--- src/rtl/death_sequencer.sv ---
// Pac-Man collision check and death/eat sequencer.
// Freezes play, steps the death animation and pulses Restart.
module death_sequencer #(
   parameter int HIT_DIST         = 8,
   parameter int HIT_PAUSE_FRAMES = 60,
   parameter int DEATH_STEPS      = 11,
   parameter int FRAMES_PER_STEP  = 8,
   parameter int EAT_PAUSE_FRAMES = 30,
   parameter int GRACE_FRAMES     = 2
) (
   input  logic        Clk,
   input  logic        Reset,
   input  logic        Frame_tick,
   input  logic        Game_active,
   input  logic [9:0]  Pac_X,
   input  logic [9:0]  Pac_Y,
   input  logic [39:0] Ghost_X,
   input  logic [39:0] Ghost_Y,
   input  logic [3:0]  Frightened,
   output logic        Freeze,
   output logic        Death_active,
   output logic [3:0]  Death_step,
   output logic        Ghost_eaten,
   output logic [1:0]  Eaten_id,
   output logic        Restart
);

   typedef enum logic [2:0] {
      PLAY,
      HIT_PAUSE,
      DYING,
      RESTART,
      GRACE,
      EAT_PAUSE
   } state_t;

   state_t     state;
   logic [7:0] fcnt;
   logic [3:0] hit;
   logic       lethal;
   logic [3:0] edible;
   logic [1:0] eat_id;

   // Per-ghost distance on each axis, 11-bit two's complement
   for (genvar g = 0; g < 4; g++) begin : g_hit
      logic [10:0] dx;
      logic [10:0] dy;
      logic [10:0] ax;
      logic [10:0] ay;
      assign dx = {1'b0, Pac_X} - {1'b0, Ghost_X[10*g +: 10]};
      assign dy = {1'b0, Pac_Y} - {1'b0, Ghost_Y[10*g +: 10]};
      assign ax = dx[10] ? (~dx + 11'd1) : dx;
      assign ay = dy[10] ? (~dy + 11'd1) : dy;
      assign hit[g] = (ax < 11'(HIT_DIST)) && (ay < 11'(HIT_DIST));
   end

   assign lethal = |(hit & ~Frightened);
   assign edible = hit & Frightened;

   always_comb begin
      eat_id = 2'd0;
      for (int i = 3; i >= 0; i--) begin
         if (edible[i]) eat_id = 2'(i);
      end
   end

   always_ff @(posedge Clk) begin
      if (Reset) begin
         state        <= PLAY;
         fcnt         <= 8'd0;
         Freeze       <= 1'b0;
         Death_active <= 1'b0;
         Death_step   <= 4'd0;
         Ghost_eaten  <= 1'b0;
         Eaten_id     <= 2'd0;
         Restart      <= 1'b0;
      end else begin
         Ghost_eaten <= 1'b0;
         Restart     <= 1'b0;
         unique case (state)
            PLAY: begin
               if (Frame_tick && Game_active) begin
                  if (lethal) begin
                     state  <= HIT_PAUSE;
                     fcnt   <= 8'd0;
                     Freeze <= 1'b1;
                  end else if (|edible) begin
                     state       <= EAT_PAUSE;
                     fcnt        <= 8'd0;
                     Freeze      <= 1'b1;
                     Eaten_id    <= eat_id;
                     Ghost_eaten <= 1'b1;
                  end
               end
            end
            HIT_PAUSE: begin
               if (Frame_tick) begin
                  if (fcnt == 8'(HIT_PAUSE_FRAMES - 1)) begin
                     state        <= DYING;
                     fcnt         <= 8'd0;
                     Death_step   <= 4'd0;
                     Death_active <= 1'b1;
                  end else begin
                     fcnt <= fcnt + 8'd1;
                  end
               end
            end
            DYING: begin
               if (Frame_tick) begin
                  if (fcnt == 8'(FRAMES_PER_STEP - 1)) begin
                     fcnt <= 8'd0;
                     if (Death_step == 4'(DEATH_STEPS - 1)) begin
                        state        <= RESTART;
                        Death_active <= 1'b0;
                        Restart      <= 1'b1;
                     end else begin
                        Death_step <= Death_step + 4'd1;
                     end
                  end else begin
                     fcnt <= fcnt + 8'd1;
                  end
               end
            end
            // Single-clock state; Frame_tick deliberately ignored
            RESTART: begin
               state      <= GRACE;
               fcnt       <= 8'd0;
               Death_step <= 4'd0;
            end
            GRACE: begin
               if (Frame_tick) begin
                  if (fcnt == 8'(GRACE_FRAMES - 1)) begin
                     state  <= PLAY;
                     fcnt   <= 8'd0;
                     Freeze <= 1'b0;
                  end else begin
                     fcnt <= fcnt + 8'd1;
                  end
               end
            end
            EAT_PAUSE: begin
               if (Frame_tick) begin
                  if (fcnt == 8'(EAT_PAUSE_FRAMES - 1)) begin
                     state  <= PLAY;
                     fcnt   <= 8'd0;
                     Freeze <= 1'b0;
                  end else begin
                     fcnt <= fcnt + 8'd1;
                  end
               end
            end
            default: begin
               state  <= PLAY;
               fcnt   <= 8'd0;
               Freeze <= 1'b0;
            end
         endcase
      end
   end

endmodule
--- config.mk ---
export PLATFORM = sky130hd
export DESIGN_NAME = death_sequencer
export DESIGN_NICKNAME = d
export VERILOG_FILES = /design/src/rtl/death_sequencer.sv
export SDC_FILE = /design/constraint.sdc
export NUM_CORES = 1
export LEC_CHECK = 0
export BUFFER_PORTS_ARGS = -buffer_cell sky130_fd_sc_hd__clkbuf_2
export CAP_MARGIN = 25
export CORE_UTILIZATION = 63
export CTS_CLUSTER_SIZE = 30
export DETAILED_ROUTE_END_ITERATION = 16
export PLACE_DENSITY = 0.91
export SYNTH_ARGS = -nofsm -noshare
export SYNTH_HDL_FRONTEND = slang
export SYNTH_SLANG_ARGS = --single-unit
--- constraint.sdc ---
create_clock -name Clk -period 7.58 [get_ports Clk]
set_input_delay 1.516 -clock Clk [delete_from_list [all_inputs] [get_ports Clk]]
set_output_delay 1.516 -clock Clk [all_outputs]
set_load 0.05 [all_outputs]
==> metrics.md <==
| Metric | Value |
|---|---|
| Fmax | 190.4 MHz |
| Slew margin rel. | 44.61% |
| Origin of the worst setup path | Pac_Y[0] |
| GR Overflow Total | 0 |
| Hpwl dp | 14.41 mm |
| FF-to-FF Start | fcnt[0] |
| Die ar. | 10660 um2 |
| Final WL | 17.41 mm |
| Period minus WS final | 5252 ps |
| Power per cell area | 96.78 nW/um2 |
| Combinational share of power | 73.2% |
| Post-synthesis cell area | 6460 um2 |
| Yosys Warn Count | 0 |
| Finished Layout Cells | 1140 |
| Starting density of the core | 65.49% |
| Total track usage | 32.65% |
| Flop pwr share | 16.0% |
| Share of the synthesized area in the top cell type | 16.27% |
| Crit path max fanout | 11 |
| Hold Vio Cnt, Final | 0 |
| CTS Buf Count | 3 |
| Mean Syn Cell Area | 7.068 um2 |
| Net Sw Frac | 47.94% |
| Drt drc | 0 |
| Reg2reg end | state[1] |
| Critical Path AT | 5450 ps |
| I/O Pins | 118 |
| Initial antenna violation count | 0 |
| Slew @ Worst Pin | 830.9 ps |
| CTS root buf | clkbuf_8 |
| Post-Syn Nets | 1114 |
| VDD IR max | 77.25 uV |
| RSZ-0062 raised after global routing | no |
| End of the worst hold path | Eaten_id[1] |
| Hold_buf cts | 0 |
| Leak | 0.003333 uW |
| Post-CTS setup buffers | 0 |
| DRT iter0 DRCs | 519 |
| WP data required | 7780 ps |
| Multi-input gate area | 5525 um2 |
| Final nets | 1208 |
| CTS tree | done |
| Layout area overhead | 10.50% |
| Worst R2R Path Depth | 8 |
| Element type at the critical path end | register |
| Post-synth ARST share | 0% |
| Clk slew on worst S/H paths | 80 ps |
| Clock net sink count | 21 |
| Clk Latency, worst-skew pair | 270 ps |
| I/O Buffers | 117 |
| Hold Path Class | reg -> reg |
| Antenna viol nets, final | 0 |
| Final core utilization | 72.36% |
| GP Congestion | 0.9767 |
| Cells after DPL | 1136 |
| Via count | 7239 |
| Die H | 103.3 um |
| Post-Syn Instances | 914 |
| Unique cell type count in the Yosys netlist | 83 |
| Clk buf depth | 2 |
| Layout cells sized above 1 | 14.80% |
| Filler instances | 825 |
| Synth top area cells | ha_1 16%, dfxtp_1 6.5%, a21oi_1 6.1% |
| Clk pwr share | 10.8% |
| Hold-critical path depth | 2 |
| Final period utilization | 69.28% |
| Sequential element share of the synthesized area | 6.508% |
| Status | finished, final reports clean |
| Row count | 36 |
| CTS H-tree lvls | 1 |
| Cell accounting for the most synthesized area | ha_1 |
| Largest net degree at the start of global routing | 21 |
| Post-synth EDFFs | 0 |
| Synth Flop Type | dfxtp_1 |
| Synth Register Bits | 21 |
| Core ar. | 9864 um2 |
| Count of pins over their slew limit | 0 |
| Ant diodes | 0 |
| R2R setup slack | 4930 ps |
| Clock Skew | 9.439 ps |
| Register area | 420.4 um2 |
| Switching Power | 331.2 uW |
| First-pass GRT wire length | 28.26 mm |
| 1st-pass router iterations | 7 |
| Vias in the first global route | 6384 |
| Cell-internal power | 359.6 uW |
| Post-CTS Resized | 0 |
| Startpoint type of the worst setup path | primary input |
| Vias per cell | 6.350 |
| CP Class | in -> reg |
| DIE WIDTH | 103.3 um |
| Hold_sp | Eaten_id[1] |
| Max cap viols | 0 |
| # setup viols final | 0 |
| Setup_tns | 0 ps |
| Drt wl/cell | 15.27 um |
-- cell families after synthesis --
logic type	synth area share (%)
AOI/OAI and AO/OA	33.31
and+or+nand+nor	25.57
muxes	2.072
xor gates and xnor gates	5.830
DFF	6.508
adders and majority gates	18.75
buffers and inverters	7.960
-- power groups by stage --
stage / clock network [uW] / logic, uW / registers [uW]
after detailed placement: 0 / 492 / 113
after CTS: 75.3 / 495 / 111
after global placement: 0 / 477 / 113
after global routing: 79.2 / 560 / 111
final: 74.6 / 505 / 111
after floorplan: 0 / 373 / 113
-- metrics by stage --
| step | worst slack [ps] | hold WS (ps) | total power [uW] | cell area (um2) |
|---|---|---|---|---|
| floorplan | 2502 | 474.4 | 486.0 | 6460 |
| global placement | 2246 | 458.3 | 589.9 | 7092 |
| detailed placement | 2087 | 464.2 | 605.0 | 7092 |
| CTS | 2355 | 476.9 | 680.9 | 7138 |
| global route | 1972 | 507.6 | 749.8 | 7138 |
| finish | 2329 | 473.0 | 690.8 | 7138 |
-- layer usage --
layer / GRT usage (%) / wire length (um) / up-vias / part of all wire, %
li1: - / - / 3612 / -
met1: 42.37 / 7654 / 3289 / 44
met2: 55.28 / 7958 / 297 / 46
met3: 4.772 / 1324 / 41 / 7.6
met4: 11.27 / 473 / 0 / 2.7
met5: 0 / 0 / - / 0
-- critical path: stages --
cell	delay (ps)
clkbuf_2	80
inv_1	130
ha_1	190
inv_1	60
fa_1	410
a21o_1	230
a221oi_2	310
o211a_1	220
o21ai_1	90
or4_1	560
a221oi_2	340
nand2_2	100
o221ai_4	240
and3b_1	320
or4_1	500
a21oi_1	140
-- cells in the final DEF (no fill, tap or decap), types with 13 or more instances in the layout --
| cell type | Yosys | final |
|---|---|---|
| clkbuf_2 | 0 | 117 |
| inv_1 | 105 | 105 |
| ha_1 | 84 | 84 |
| a21oi_1 | 79 | 79 |
| nor2_1 | 63 | 63 |
| o21ai_0 | 61 | 61 |
| nand2_1 | 54 | 54 |
| nand3_1 | 35 | 35 |
| xnor2_1 | 27 | 27 |
| dfxtp_1 | 21 | 21 |
| a211oi_1 | 20 | 20 |
| nor3_1 | 17 | 17 |
| xor2_1 | 16 | 16 |
| nand4_1 | 15 | 15 |
| a21o_1 | 15 | 15 |
| o211ai_1 | 14 | 14 |
| and3_1 | 13 | 13 |
-- cell type report --
cell class	instances	area share, %
Clock buffer	3	0.5784
Inverter	105	5.521
Sequential cell	21	5.890
Tap cell	133	2.331
Timing Repair Buffer	117	8.203
Clock inverter	1	0.07011
Multi-Input combinational cell	760	77.41
-- cell usage after synthesis (15+ instances only) --
cell / number
nand4_1: 15
dfxtp_1: 21
inv_1: 105
a21o_1: 15
nor3_1: 17
nor2_1: 63
xnor2_1: 27
nand2_1: 54
ha_1: 84
o21ai_0: 61
clkbuf_1: 26
a21oi_1: 79
nand3_1: 35
a211oi_1: 20
xor2_1: 16
-- state kept, by name, indices dropped and copies added (netlist names) --
name          count
Death_step        4
Death_active      1
Restart           1
fcnt              8
Ghost_eaten       1
Freeze            1
Eaten_id          2
state             3
-- how the worst max path moves through the flow --
stage | endpoint | cells after the start | slack [ps]
finish | fcnt[2] | 16 | 2330
global placement | fcnt[2] | 16 | 2250
global route | Eaten_id[0] | 15 | 1970
detailed placement | fcnt[2] | 16 | 2090
floorplan | fcnt[0] | 16 | 2500
CTS | fcnt[2] | 16 | 2350
Note: power is estimated with default switching activity, not from simulation.
